===== config.mk =====
export PLATFORM = sky130hd
export DESIGN_NAME = demux8_dispatch_ctrl_flat
export DESIGN_NICKNAME = d
export VERILOG_FILES = /design/src/rtl/demux8_dispatch_ctrl_if.sv /design/src/rtl/demux8_dispatch_ctrl.sv /design/src/flat_wrapper.sv
export SDC_FILE = /design/constraint.sdc
export NUM_CORES = 1
export LEC_CHECK = 0
export ABC_AREA = 1
export BUFFER_PORTS_ARGS = -buffer_cell sky130_fd_sc_hd__clkbuf_2
export CORE_UTILIZATION = 39
export DETAILED_ROUTE_END_ITERATION = 8
export PLACE_DENSITY = 0.65
export SLEW_MARGIN = 25
export SYNTH_ARGS = -nofsm -noshare
export SYNTH_HDL_FRONTEND = slang
export SYNTH_SLANG_ARGS = --single-unit

===== constraint.sdc =====
create_clock -name clk -period 2.1 [get_ports clk]
set_input_delay 0.525 -clock clk [delete_from_list [all_inputs] [get_ports clk]]
set_output_delay 0.525 -clock clk [all_outputs]
set_load 0.01 [all_outputs]

===== src/rtl/demux8_dispatch_ctrl_if.sv =====
// demux8_dispatch_ctrl_if: bundle of the upstream valid/ready source
// and the 8-way demux side of the dispatch controller.
//   in_valid/in_ready/in_data/in_dest/ch_en : upstream word + routing
//   out_valid/out_data/out_ready/sel         : demux side
//   drop_pulse/drop_count/busy               : status
// master = controller view, slave = environment view.
interface demux8_dispatch_ctrl_if #(
    parameter int DW = 8
);
    logic          in_valid;
    logic          in_ready;
    logic [DW-1:0] in_data;
    logic [2:0]    in_dest;
    logic [7:0]    ch_en;
    logic [7:0]    out_valid;
    logic [DW-1:0] out_data;
    logic [7:0]    out_ready;
    logic [2:0]    sel;
    logic          drop_pulse;
    logic [7:0]    drop_count;
    logic          busy;

    modport master (
        input  in_valid, in_data, in_dest, ch_en, out_ready,
        output in_ready, out_valid, out_data, sel,
        output drop_pulse, drop_count, busy
    );

    modport slave (
        output in_valid, in_data, in_dest, ch_en, out_ready,
        input  in_ready, out_valid, out_data, sel,
        input  drop_pulse, drop_count, busy
    );
endinterface


===== src/rtl/demux8_dispatch_ctrl.sv =====
// demux8_dispatch_ctrl: holds one upstream word and presents it to one of
// eight channels, dropping words for disabled or stalled channels.
//   clk, rst_n : clock, synchronous active-low reset
//   bus        : demux8_dispatch_ctrl_if.master (handshakes + status)
module demux8_dispatch_ctrl #(
    parameter int DW      = 8,
    parameter int TIMEOUT = 15
) (
    input  logic                         clk,
    input  logic                         rst_n,
    demux8_dispatch_ctrl_if.master       bus
);
    typedef enum logic {IDLE, HOLD} state_t;

    localparam logic [7:0] TMO_LAST = 8'(TIMEOUT - 1);

    state_t        state_q;
    logic [7:0]    timer_q;
    logic [7:0]    out_valid_q;
    logic [DW-1:0] out_data_q;
    logic [2:0]    sel_q;
    logic          drop_pulse_q;
    logic [7:0]    drop_count_q;
    logic [7:0]    drop_count_d;

    logic accept;
    logic dest_en;
    logic xfer;
    logic tmo;
    logic drop;

    assign accept  = (state_q == IDLE) && bus.in_valid && rst_n;
    assign dest_en = bus.ch_en[bus.in_dest];
    assign xfer    = bus.out_ready[sel_q];
    assign tmo     = (timer_q == TMO_LAST);

    // Ready on the last timeout cycle wins over the drop.
    assign drop = (accept && !dest_en) ||
                  ((state_q == HOLD) && !xfer && tmo);

    assign drop_count_d = (drop_count_q == 8'hFF) ? drop_count_q
                                                   : drop_count_q + 8'd1;

    always_ff @(posedge clk) begin
        if (!rst_n) begin
            state_q      <= IDLE;
            timer_q      <= '0;
            out_valid_q  <= '0;
            out_data_q   <= '0;
            sel_q        <= '0;
            drop_pulse_q <= 1'b0;
            drop_count_q <= '0;
        end else begin
            drop_pulse_q <= drop;
            if (drop) begin
                drop_count_q <= drop_count_d;
            end
            unique case (state_q)
                IDLE: begin
                    if (accept && dest_en) begin
                        state_q     <= HOLD;
                        out_data_q  <= bus.in_data;
                        sel_q       <= bus.in_dest;
                        timer_q     <= '0;
                        out_valid_q <= 8'b1 << bus.in_dest;
                    end
                end
                HOLD: begin
                    if (xfer || tmo) begin
                        state_q     <= IDLE;
                        out_valid_q <= '0;
                    end else begin
                        timer_q <= timer_q + 8'd1;
                    end
                end
                default: state_q <= IDLE;
            endcase
        end
    end

    // in_ready depends only on state and reset, never on in_valid.
    assign bus.in_ready   = rst_n && (state_q == IDLE);
    assign bus.busy       = (state_q == HOLD);
    assign bus.out_valid  = out_valid_q;
    assign bus.out_data   = out_data_q;
    assign bus.sel        = sel_q;
    assign bus.drop_pulse = drop_pulse_q;
    assign bus.drop_count = drop_count_q;
endmodule


===== src/flat_wrapper.sv =====
// flat-port wrapper written by rule: the top's interface ports become plain ports
module demux8_dispatch_ctrl_flat 
#(
    parameter int DW      = 8,
    parameter int TIMEOUT = 15
)
  (clk, rst_n, bus_in_valid, bus_in_data, bus_in_dest, bus_ch_en, bus_out_ready, bus_in_ready, bus_out_valid, bus_out_data, bus_sel, bus_drop_pulse, bus_drop_count, bus_busy);
  demux8_dispatch_ctrl_if #(.DW(DW)) bus_i ();
  input  logic clk;
  input  logic rst_n;
  input wire logic [$bits(bus_i.in_valid)-1:0] bus_in_valid;
  input wire logic [$bits(bus_i.in_data)-1:0] bus_in_data;
  input wire logic [$bits(bus_i.in_dest)-1:0] bus_in_dest;
  input wire logic [$bits(bus_i.ch_en)-1:0] bus_ch_en;
  input wire logic [$bits(bus_i.out_ready)-1:0] bus_out_ready;
  output wire logic [$bits(bus_i.in_ready)-1:0] bus_in_ready;
  output wire logic [$bits(bus_i.out_valid)-1:0] bus_out_valid;
  output wire logic [$bits(bus_i.out_data)-1:0] bus_out_data;
  output wire logic [$bits(bus_i.sel)-1:0] bus_sel;
  output wire logic [$bits(bus_i.drop_pulse)-1:0] bus_drop_pulse;
  output wire logic [$bits(bus_i.drop_count)-1:0] bus_drop_count;
  output wire logic [$bits(bus_i.busy)-1:0] bus_busy;
  assign bus_i.in_valid = bus_in_valid;
  assign bus_i.in_data = bus_in_data;
  assign bus_i.in_dest = bus_in_dest;
  assign bus_i.ch_en = bus_ch_en;
  assign bus_i.out_ready = bus_out_ready;
  assign bus_in_ready = bus_i.in_ready;
  assign bus_out_valid = bus_i.out_valid;
  assign bus_out_data = bus_i.out_data;
  assign bus_sel = bus_i.sel;
  assign bus_drop_pulse = bus_i.drop_pulse;
  assign bus_drop_count = bus_i.drop_count;
  assign bus_busy = bus_i.busy;
  demux8_dispatch_ctrl #(.DW(DW), .TIMEOUT(TIMEOUT)) u_core (.clk(clk), .rst_n(rst_n), .bus(bus_i));
endmodule

# --- After elaboration in Yosys (flattened, before gate mapping) ---
# Cells that the tools add are included.
totals:
  register_bits: 37
  in_bits: 30
  output_inout_bits: 30
  wordCells: 47
classes:
  add_sub_neg: 2
  n_lt_le_gt_ge: 2
  eq_ne: 5
  shift: 1
  muxes: 13
  bitwise_logic: 2
  reduce_logical: 15
op_table:
  columns: ["op", "count"]
  rows:
  - ["$mux 8", 4]
  - ["$pmux 8 s2", 2]
  - ["$add 8x1->8 const B", 2]
  - ["$eq 8x4->1 const B", 1]
  - ["$eq 8x8->1 const B", 1]
  - ["$lt 3x4->1 const B", 2]
  - ["$reduce_and 2->1", 4]
  - ["$shl 1x3->8 const A", 1]
  - ["$logic_and 1x1->1", 7]
  - ["$bmux 1 s3", 2]
  - ["$ne 2x2->1 const B", 3]
  - ["$mux 1", 4]
  - ["$logic_not 1->1", 2]
  - ["$logic_or 1x1->1", 2]
  - ["$not 1->1", 2]
  - ["$pmux 1 s2", 1]

# --- Longest topological paths before layout ---
# Gate-level depths: netlist (run 1).
logic_depth:
  depth_word: 7
  ltp_mapped: 13
  mapped_depth_nobuf: 11

# --- Worst setup path after synthesis (run 1) ---
# No wires, ideal clock.
synth_path:
  path_kind: "in2reg"
  startpoint: "input bus_in_dest[0]"
  endpoint: "register u_core.drop_count_q[0], in the netlist u_core.bus.drop_count[0]"
  setup_time_ns: 0.115
  arrival_time_ns: 1.437
  t_required_ns: 1.985
  slack_ns: 0.548
  cell_stages: 12
  n_path_buf: 2
  cell_sequence: "buf_6 inv_4 nand2_1 nand2_1 nand2_1 nand3_2 nand2_1 nand2_2 nand2_4 buf_12 a21oi_1 nor2_1"
synth_via:
  elab_chain_cells: 6
synth_lines:
  columns: ["item", "line", "text"]
  rows:
  - ["from (decl)", "flat_wrapper.sv:13", "input wire logic [$bits(bus_i.in_dest)-1:0] bus_in_dest;"]
  - ["$bmux 1 s3", "demux8_dispatch_ctrl.sv:33", "assign dest_en = bus.ch_en[bus.in_dest];"]
  - ["$mux 1 (implied by the code)", "demux8_dispatch_ctrl.sv:33", null]
  - ["$logic_not 1->1", "demux8_dispatch_ctrl.sv:38", "assign drop = (accept && !dest_en) ||"]
  - ["$logic_and 1x1->1", "demux8_dispatch_ctrl.sv:38", null]
  - ["$logic_or 1x1->1", "demux8_dispatch_ctrl.sv:38", null]
  - ["$reduce_and 2->1 (no line)", null, null]
  - ["to (signal assigned)", "demux8_dispatch_ctrl.sv:56", "drop_count_q <= drop_count_d;"]
  - ["to (decl)", "demux8_dispatch_ctrl.sv:23", "logic [7:0] drop_count_q;"]
# No other way between the ends. The select of a mux whose other input is x is not followed.
# A chain may end at the register's enable or synchronous reset.

# --- Worst setup path after layout (run 1) ---
layout_path:
  startpoint: "register u_core.drop_count_q[0], in the netlist u_core.bus.drop_count[0]"
  endpoint: "register u_core.drop_count_q[7], in the netlist u_core.bus.drop_count[7]"
layout_via:
  elab_chain_cells: 3
  elab_cells_between_ends: 4
  classes_between: "add/sub: 1; eq/ne: 1; bitwise: 1; reduce/logical: 1"
layout_lines:
  columns: ["item"]
  rows:
  - ["parallel branches: the longest is 3 deep, another holds $add 8x1->8"]
# Several ways; the timed one is not identified.

==> metrics.csv, run 1 <==
stage;metric;value;unit
floorplan;die width;74.74;um
drt;Final ANT Viol Nets;0;
sta;Setup Skew;10.67;ps
synthesis;Seq/Total Area, Yosys;0.3590;
synthesis;mean area per synthesized cell;6.592;um2
layout;Reg area;740.7;um2
sta;Slew HR;0.7932;
sta;Fmax;596.8;MHz
sta;total negative slack;0;ps
worst_setup_path;R2R Setup Slk;420;ps
synthesis;post-synth top area cell;dfxtp_1;
worst_setup_path;CP arrival;1870;ps
placed_design;PortBufs;59;
hold_path;Hold Crit Class;reg -> reg;
synthesis;Mapped Area;2063;um2
cts;cts bufs inserted;5;
worst_setup_path;Crit Path Category;reg -> reg;
worst_setup_path;r2r worst-path depth;11;
sta;Final Hold Fails;0;
layout;# fillers;562;
synthesis;yosys warns;0;
synthesis;Post-synth ARST share;0;
synthesis;most frequent cell after synthesis;nand2_1;
sta;Final Critical Period;1676;ps
synthesis;EDFF count, synth;0;
worst_setup_path;slowest CP cell;dfxtp_1;
layout;Multi-input gate area;1069;um2
floorplan;total die area;5585;um2
layout;antenna cells;0;
sta;Least-Margin Pin Slew;310.2;ps
synthesis;Post-Syn Nets;346;
drt;DR WL/cell;10.09;um
global_routing;pin count of the biggest net entering global routing;32;
drt;DR pass1 iterations;5;
cts;TritonCTS Sinks;37;
worst_setup_path;Setup crit start kind;flop;
cts;H-tree depth;2;
cts;Reg clk slew, reported paths;80;ps
placed_design;Place WS;269.0;ps
pwr;pwr/cell area;666.6;nW/um2
sta;Slew Viols, Final;0;
global_routing;GRT Total Usage;0.1742;
sta;period utilization;0.7979;
synthesis;Synth Register Bits;37;
placed_design;HPWL after DPL;3355;um
worst_setup_path;Crit path largest cell delay;350;ps
global_routing;grt ovf;0;
hold_path;hold path cells;2;
cts;hold_buf cts;0;
worst_setup_path;Worst Setup SP;u_core.bus.drop_count[0]$_SDFFE_PN0P_;
drt;Vias/cell;4.608;
floorplan;Initial Util;0.4040;
synthesis;Post-Syn Instances;313;
drt;drc violations;0;
cts;TritonCTS clock tree;done;
synthesis;Synth area leaders;dfxtp_1, nand2_1, nor2_1;
sta;final worst slack;424.4;ps
cts;maximum clock path buffer count;2;
layout;fin cells;444;
floorplan;top-level port count;60;
cts;Root Driver;clkbuf_8;
worst_setup_path;Crit Reg-Reg Startpoint;u_core.bus.drop_count[0]$_SDFFE_PN0P_;
cts;Clock Latency Late Sink;290;ps
synthesis;post-synth cell types;30;
worst_setup_path;RR Endpoint;u_core.bus.drop_count[7]$_SDFFE_PN0P_;
floorplan;die span in y;74.74;um
placed_design;dpl cells;436;
flow_run;max cap viols;0;
sta;Setup violations, final;0;
placed_design;GP Congestion;0.7972;
pwr;Leak;0.001249;uW
drt;Post-Route WL;4479;um
layout;share of cells above drive strength 1;0.2540;
cts;setup bufs post-CTS;0;
layout;fin nets;406;
worst_setup_path;Worst EP required;2300;ps
run_status;status;finished, final reports clean;
drt;DR vias;2046;
sta;unrepaired setup endpoints after global routing;false;
floorplan;Site Rows;26;
layout;final core occ;0.4897;
worst_setup_path;Worst Setup End Kind;flop;
global_routing;initial antenna violation count;0;
synthesis;Yosys top cell area share;0.3590;
worst_setup_path;maximum fanout along the worst path;5;
global_routing;first-pass GRT wire length;7458;um
pwr;Total Power;1667;uW
synthesis;commonest cells in the netlist;nand2_1, nor2_1, inv_1, dfxtp_1, nand3_1;
layout;synthesis-to-layout area growth;21.23;%
worst_setup_path;CP top delay family;simple AND/OR/NAND/NOR gates;
worst_setup_path;CP Buf/Inv Count;1;
global_routing;vias in the first global route;1778;
cts;Resized Gates After CTS;0;
floorplan;core area;5107;um2
synthesis;Top FF cell, synth;dfxtp_1;
worst_setup_path;Critical Path Stages;11;
drt;DR iter-0 viols;76;
pwr;maximum VDD drop;0.3814;mV
worst_setup_path;critical path capture point;u_core.bus.drop_count[7]$_SDFFE_PN0P_;
worst_setup_path;ordered cell list for the critical path;ha_1, nand2_1, inv_1, nand2_1, nor2_1, nor2_1, nand2_1, nor2_1, nand3_1, nand2_1, nor2_1;
[layout by cell type, fill, tap and decap left out, types with 2 or more instances in the layout]
cell type,synthesis,layout
a21oi_1,29,29
a21oi_2,4,4
buf_4,2,4
clkbuf_2,0,59
clkbuf_8,0,5
dfxtp_1,37,37
ha_1,3,3
inv_1,40,40
inv_2,3,3
nand2_1,74,74
nand2_2,5,5
nand2_4,2,2
nand3_1,31,31
nand3_2,3,3
nor2_1,47,47
nor2_2,4,4
o21ai_0,11,11
[how the worst min path moves through the flow]
| stage | slack, ps | end | startpoint |
|---|---|---|---|
| 6_report | 450 | u_core.bus.out_data[3]$_SDFFE_PN0P_ | u_core.bus.out_data[3]$_SDFFE_PN0P_ |
| 5_1_grt | 470 | u_core.bus.out_data[4]$_SDFFE_PN0P_ | u_core.bus.out_data[4]$_SDFFE_PN0P_ |
| 4_1_cts | 450 | u_core.bus.out_data[5]$_SDFFE_PN0P_ | u_core.bus.out_data[5]$_SDFFE_PN0P_ |
| 3_5_place_dp | 440 | u_core.bus.out_data[5]$_SDFFE_PN0P_ | u_core.bus.out_data[5]$_SDFFE_PN0P_ |
| 3_3_place_gp | 430 | u_core.bus.out_data[5]$_SDFFE_PN0P_ | u_core.bus.out_data[5]$_SDFFE_PN0P_ |
| 2_1_floorplan | 470 | u_core.bus.out_data[0]$_SDFFE_PN0P_ | u_core.bus.out_data[0]$_SDFFE_PN0P_ |
[state kept, by name, indices dropped and copies added, names as in the netlist]
signal,count
u_core.bus.drop_count,8
u_core.bus.sel,3
u_core.bus.busy,1
u_core.bus.drop_pulse,1
u_core.timer_q,8
u_core.bus.out_data,8
u_core.bus.out_valid,8
[layer usage]
layer,track usage,wire (um),up-vias
met3,0.03614,165,8
met4,0.06918,76,0
met5,0,0,-
met1,0.2139,2149,895
li1,-,-,1102
met2,0.2983,2088,41
[power breakdown]
group | switching, uW | internal, uW
clock | 262 | 356
combinational | 165 | 112
sequential | 31.1 | 741
[worst min-delay path: stages, from the launching register on]
cell and delay [ps]:
dfxtp_1 310, inv_1 50, a21oi_1 50
[area by class of cell]
cell class                 instances  area share
timing repair buffer              63      0.1301
inverter                          44     0.06703
clock buffer                       6     0.02901
multi-input combinational        222      0.4272
sequential                        37      0.2961
clock inverter                     2     0.01551
tap                               70     0.03502
[logic make-up after synthesis]
| group | Yosys count | synth area share |
|---|---|---|
| and+or+nand+nor | 172 | 0.3742 |
| adders and majority gates | 3 | 0.01819 |
| DFF | 37 | 0.3590 |
| AOI/OAI and AO/OA | 47 | 0.1255 |
| buffers and inverters | 54 | 0.1231 |
[per-stage QoR]
step | hold WS (ps) | area (um2)
after floorplan | 467.1 | 2063
after global placement | 434.4 | 2390
after detailed placement | 438.7 | 2390
after CTS | 451.0 | 2501
after global routing | 469.3 | 2501
final | 446.0 | 2501
Power figures use the tool's default switching activity.
==> run 2, diff against run 1 <==
--- a/config.mk
+++ b/config.mk
@@ -5,11 +5,11 @@
 export SDC_FILE = /design/constraint.sdc
 export NUM_CORES = 1
 export LEC_CHECK = 0
-export ABC_AREA = 1
+export ABC_AREA = 0
 export BUFFER_PORTS_ARGS = -buffer_cell sky130_fd_sc_hd__clkbuf_2
 export CORE_UTILIZATION = 39
 export DETAILED_ROUTE_END_ITERATION = 8
-export PLACE_DENSITY = 0.65
+export PLACE_DENSITY = 0.69
 export SLEW_MARGIN = 25
 export SYNTH_ARGS = -nofsm -noshare
 export SYNTH_HDL_FRONTEND = slang
==> constraint.sdc (replaced) <==
create_clock -name clk -period 1.4 [get_ports clk]
set_input_delay 0.35 -clock clk [delete_from_list [all_inputs] [get_ports clk]]
set_output_delay 0.35 -clock clk [all_outputs]
set_load 0.01 [all_outputs]
==> run 2 against run 1 <==
The run now ends with negative setup slack left. Critical endpoint is now u_core.bus.drop_count[5]$_SDFFE_PN0P_. Clock skew down 4.1 ps. Utilization up 21 points. Die area down 10%. Cell area up 24%. Register-to-register slack worse by 1000 ps. Highest routed layer unchanged. Largest cell class unchanged. Synthesized area down 10%. Routed wire length up 21%. Hold slack worse by 160 ps. Global-route usage up 2.6 points. Critical path type unchanged. Critical path depth down 5. Power up 45%. Largest power group unchanged.
==> metrics.csv, run 2 <==
stage;metric;value;unit
run_status;status;finished with violations;
run_status;violated checks;negative setup slack;
synthesis;Synth Register Bits;37;
drt;DR pass1 iterations;6;
layout;synthesis-to-layout area growth;68.09;%
drt;DR iter-0 viols;146;
sta;Setup violations, final;26;
floorplan;total die area;5015;um2
synthesis;Post-Syn Nets;242;
global_routing;initial antenna violation count;0;
drt;DR vias;2006;
placed_design;HPWL after DPL;3459;um
sta;Slew Viols, Final;0;
sta;unrepaired setup endpoints after global routing;true;
cts;TritonCTS clock tree;done;
cts;TritonCTS Sinks;37;
layout;share of cells above drive strength 1;0.5366;
floorplan;core area;4444;um2
synthesis;Mapped Area;1847;um2
pwr;Leak;0.001382;uW
global_routing;grt ovf;0;
placed_design;dpl cells;362;
worst_setup_path;Setup crit start kind;flop;
drt;Final ANT Viol Nets;0;
synthesis;Top FF cell, synth;dfxtp_1;
layout;fin cells;380;
floorplan;die width;70.82;um
worst_setup_path;maximum fanout along the worst path;4;
sta;Final Hold Fails;0;
layout;antenna cells;0;
layout;commonest non-fill, non-tap cells in the layout;clkbuf_2, buf_4, dfxtp_1, nor2_1, nand2_1;
drt;drc violations;0;
cts;cts bufs inserted;5;
floorplan;top-level port count;60;
synthesis;Post-synth ARST share;0;
synthesis;Post-Syn Instances;209;
global_routing;vias in the first global route;1835;
floorplan;Site Rows;24;
cts;Root Driver;clkbuf_8;
layout;final core occ;0.6985;
synthesis;yosys warns;0;
synthesis;post-synth top area cell;dfxtp_1;
worst_setup_path;Worst Setup End Kind;flop;
placed_design;PortBufs;59;
layout;most common cell after layout, fill and taps aside;clkbuf_2;
synthesis;post-synth cell types;46;
synthesis;mean area per synthesized cell;8.836;um2
layout;# fillers;329;
pwr;maximum VDD drop;0.6599;mV
sta;Fmax;499.6;MHz
layout;fin nets;360;
cts;Reg clk slew, reported paths;70;ps
sta;Least-Margin Pin Slew;479.1;ps
drt;DR WL/cell;14.28;um
worst_setup_path;CP arrival;2200;ps
synthesis;Yosys top cell area share;0.4011;
synthesis;Synth area leaders;dfxtp_1, mux2i_1, nor2_1;
cts;Clock Latency Late Sink;300;ps
placed_design;GP Congestion;0.7774;
worst_setup_path;Worst EP required;1590;ps
pwr;Total Power;2416;uW
sta;Slew HR;0.6806;
floorplan;Initial Util;0.4155;
synthesis;commonest cells in the netlist;dfxtp_1, nor2_1, nand2_1, mux2i_1;
worst_setup_path;Crit Path Category;reg -> reg;
synthesis;Seq/Total Area, Yosys;0.4011;
global_routing;GRT Total Usage;0.2000;
hold_path;Hold Crit Class;in -> reg;
pwr;pwr/cell area;778.2;nW/um2
cts;maximum clock path buffer count;2;
floorplan;die span in y;70.82;um
synthesis;EDFF count, synth;0;
drt;Vias/cell;5.279;
sta;final worst slack;-601.6;ps
flow_run;max cap viols;0;
cts;H-tree depth;2;
synthesis;most frequent cell after synthesis;dfxtp_1;
global_routing;first-pass GRT wire length;7983;um
sta;period utilization;1.430;
drt;Post-Route WL;5427;um
sta;Setup Skew;6.546;ps
sta;Final Critical Period;2002;ps
global_routing;pin count of the biggest net entering global routing;15;
[run 2: cell count changes after synthesis, sizes merged, moves of 16 or more]
cell	previous run	this run
nand2	81	23
a21oi	33	13
nand3	35	14
mux2i	0	16
inv	44	6
nor2	51	26
[run 2: worst paths after layout]
path,startpoint,endpoint,slack [ps],depth (start not counted)
max,u_core.bus.sel[0]$_SDFFE_PN0P_,u_core.bus.drop_count[5]$_SDFFE_PN0P_,-600,6
min,bus_in_data[5],u_core.bus.out_data[5]$_SDFFE_PN0P_,290,3
max reg2reg,u_core.bus.sel[0]$_SDFFE_PN0P_,u_core.bus.drop_count[5]$_SDFFE_PN0P_,-600,6
min reg2reg,u_core.bus.out_data[5]$_SDFFE_PN0P_,u_core.bus.out_data[5]$_SDFFE_PN0P_,500,2
[run 2: power by group]
| part | internal (uW) | total, uW | switching (uW) | leakage [uW] |
|---|---|---|---|---|
| registers | 1080 | 1090 | 16.3 | 0.000302 |
| clock network | 445 | 835 | 390 | 0.0000542 |
| logic | 251 | 489 | 238 | 0.00103 |
| total | 1770 | 2420 | 644 | 0.00138 |
[run 2: cell type report]
class | count | area [um2] | area share
Clock buffer | 7 | 96.34 | 0.03104
Timing Repair Buffer | 118 | 828.3 | 0.2668
Clock inverter | 1 | 5.005 | 0.001612
Sequential cell | 37 | 749.5 | 0.2414
Tap cell | 52 | 65.06 | 0.02096
Inverter | 6 | 22.52 | 0.007255
Multi-Input combinational cell | 159 | 1338 | 0.4309
[run 2: per-stage QoR]
step | setup WS [ps] | setup TNS (ps) | instance area (um2) | hold WS (ps)
2_1_floorplan | -515.4 | -8831 | 1941 | 432.9
6_report | -601.6 | -9833 | 3104 | 286.3
3_5_place_dp | -531.0 | -15830 | 2613 | 477.8
3_3_place_gp | -518.6 | -15210 | 2613 | 472.2
4_1_cts | -490.5 | -7456 | 2915 | 285.8
5_1_grt | -681.7 | -11510 | 3104 | 290.5
[run 2: metal layers]
metal	global-route usage	wire length [um]
met1	0.2571	2411
met2	0.3312	2737
met3	0.04558	212
met4	0.06889	66
met5	0	0
[run 2: cell families (layout without fill, tap and decap cells)]
| group | after synthesis | count (layout) | synth area share |
|---|---|---|---|
| muxes | 20 | 20 | 0.1131 |
| AOI/OAI and AO/OA | 45 | 45 | 0.1843 |
| DFF | 37 | 37 | 0.4011 |
| xor gates and xnor gates | 3 | 3 | 0.01423 |
| adders and majority gates | 3 | 3 | 0.02033 |
| and+or+nand+nor | 87 | 88 | 0.2297 |
| buffers and inverters | 14 | 132 | 0.03726 |
[run 2: repair_timing]
| action | in CTS | in global routing |
|---|---|---|
| setup buffers | 3 | 8 |
| cloned | 2 | 0 |
| hold buffers | 0 | 0 |
| pin swaps | 11 | 32 |
| resized for setup | 31 | 40 |
| setup endpoints to repair | 38 | 38 |
[run 2: worst max-delay path: stages (launching register included)]
cell and delay, ps:
dfxtp_4 370, mux2_4 310, a2bb2oi_4 150, a2111oi_4 530, o211ai_1 220, xnor2_1 170
and2_1 150
==> run 3, diff against run 2 <==
--- a/config.mk
+++ b/config.mk
@@ -6,7 +6,7 @@
 export NUM_CORES = 1
 export LEC_CHECK = 0
 export ABC_AREA = 0
-export BUFFER_PORTS_ARGS = -buffer_cell sky130_fd_sc_hd__clkbuf_2
+export BUFFER_PORTS_ARGS = -buffer_cell sky130_fd_sc_hd__buf_2
 export CORE_UTILIZATION = 39
 export DETAILED_ROUTE_END_ITERATION = 8
 export PLACE_DENSITY = 0.69
==> run 3 against run 2 <==
The flow finishes with violations (design-rule violations, negative setup slack). Critical path type unchanged. Global-route usage increased by 1.1 points. Cell count decreased by 0.26%. Register-to-register slack improved by 20 ps. Hold slack got worse by 1.9 ps. Sequential power about the same. Largest cell class unchanged. Clock skew increased by 2.9 ps.
==> metrics.csv, run 3 (same netlist as run 2, synthesis figures left out) <==
stage;metric;value;unit
sta;Least-Margin Pin Slew;355.8;ps
worst_setup_path;Crit Path Category;reg -> reg;
worst_setup_path;slowest CP cell;a2111oi_4;
drt;DR pass1 iterations;8;
floorplan;core area;4444;um2
sta;Final Hold Fails;0;
worst_setup_path;Setup crit start kind;flop;
worst_setup_path;Critical Path Stages;6;
cts;Root Driver;clkbuf_8;
sta;Setup violations, final;33;
floorplan;die span in y;70.82;um
layout;commonest non-fill, non-tap cells in the layout;buf_2, buf_4, dfxtp_1, nor2_1, nand2_1;
global_routing;vias in the first global route;1859;
sta;Slew HR;0.7628;
global_routing;first-pass GRT wire length;8224;um
placed_design;PortBufs;59;
run_status;status;finished with violations;
floorplan;Site Rows;24;
sta;final worst slack;-577.4;ps
layout;synthesis-to-layout area growth;65.99;%
placed_design;HPWL after DPL;3627;um
floorplan;die width;70.82;um
worst_setup_path;Crit path largest cell delay;440;ps
placed_design;Place WS;-538.0;ps
layout;most common cell after layout, fill and taps aside;buf_2;
hold_path;Hold Crit Class;in -> reg;
worst_setup_path;CP Buf/Inv Count;0;
pwr;Leak;0.001397;uW
cts;hold_buf cts;0;
floorplan;top-level port count;60;
global_routing;GRT Total Usage;0.2114;
pwr;pwr/cell area;834.3;nW/um2
cts;TritonCTS clock tree;done;
run_status;violated checks;design-rule violations, negative setup slack;
drt;Post-Route WL;5558;um
placed_design;GP Congestion;0.8079;
drt;drc violations;3;
floorplan;total die area;5015;um2
drt;Vias/cell;5.303;
worst_setup_path;Worst Setup End Kind;flop;
layout;share of cells above drive strength 1;0.5076;
floorplan;Initial Util;0.4155;
sta;unrepaired setup endpoints after global routing;true;
sta;Setup Skew;9.403;ps
drt;DR vias;2010;
sta;period utilization;1.412;
global_routing;initial antenna violation count;0;
sta;Slew Viols, Final;0;
pwr;maximum VDD drop;0.6622;mV
global_routing;pin count of the biggest net entering global routing;21;
drt;Final ANT Viol Nets;0;
cts;Clock Latency Late Sink;290;ps
layout;antenna cells;0;
worst_setup_path;CP top delay family;compound AO/OA/AOI/OAI gates;
worst_setup_path;r2r worst-path depth;6;
worst_setup_path;ordered cell list for the critical path;mux2_4, a2bb2oi_4, a2111oi_4, nor2_2, o211ai_1, o41ai_2;
sta;Fmax;505.7;MHz
cts;TritonCTS Sinks;37;
worst_setup_path;maximum fanout along the worst path;5;
cts;H-tree depth;2;
global_routing;grt ovf;0;
cts;cts bufs inserted;5;
layout;fin nets;359;
sta;Final Critical Period;1977;ps
drt;DR iter-0 viols;96;
cts;Reg clk slew, reported paths;80;ps
pwr;Total Power;2558;uW
hold_path;hold path cells;3;
drt;DR WL/cell;14.66;um
worst_setup_path;Worst EP required;1570;ps
flow_run;max cap viols;0;
cts;maximum clock path buffer count;2;
worst_setup_path;CP arrival;2140;ps
-- run 3: worst paths after layout --
check             slack [ps]                                  from                                    end
setup reg to reg        -580        u_core.bus.sel[0]$_SDFFE_PN0P_  u_core.bus.drop_count[7]$_SDFFE_PN0P_
hold / removal           280                        bus_in_data[1]    u_core.bus.out_data[1]$_SDFFE_PN0P_
hold reg to reg          490  u_core.bus.out_valid[3]$_SDFFE_PN0P_   u_core.bus.out_valid[3]$_SDFFE_PN0P_
setup / recovery        -580        u_core.bus.sel[0]$_SDFFE_PN0P_  u_core.bus.drop_count[7]$_SDFFE_PN0P_
-- run 3: layer usage --
layer | share of wire | wire [um] | vias up | track usage
met3 | 0.043 | 239 | 12 | 0.04416
met4 | 0.023 | 129 | 0 | 0.09333
met1 | 0.42 | 2322 | 942 | 0.2436
li1 | - | - | 988 | -
met2 | 0.52 | 2866 | 68 | 0.3771
met5 | 0 | 0 | - | 0
-- run 3: worst reg2reg max path, delay by kind of cell (launching register included) --
kind / cells / cell delay (ps)
AOI/OAI and AO/OA: 4 / 1020
DFF: 1 / 390
muxes: 1 / 320
and+or+nand+nor: 1 / 110
-- run 3: stage by stage --
stage               utilization  area, um2  setup TNS [ps]  cells  hold slack [ps]
finish                   0.6898       3065          -11140    379            284.4
global route             0.6898       3065          -13450    379            299.9
CTS                      0.6554       2913           -9483    374            286.3
detailed placement       0.5856       2603          -16330    359            473.9
global placement         0.5856       2603          -15490    359            468.9
floorplan                     -       1941           -8831    209            432.9
-- run 3: final cells by class --
type                            count  area [um2]
Fill cell                         330        1379
Sequential cell                    37       748.2
Clock inverter                      1       30.03
Inverter                            6       22.52
Timing Repair Buffer              118       830.8
Multi-Input combinational cell    158        1282
Tap cell                           52       65.06
Clock buffer                        7       86.33
-- run 3: power by group --
part | leakage, uW | total [uW] | internal [uW] | switching [uW]
combinational | 0.00104 | 495 | 255 | 240
clock | 0.0000585 | 972 | 581 | 391
sequential | 0.000301 | 1090 | 1070 | 17.1
-- run 3: repair_timing --
item / CTS / global route
setup endpoints to repair: 36 / 35
setup buffers: 6 / 7
pin swaps: 14 / 21
gates cloned: 1 / 0
resized for setup: 27 / 31
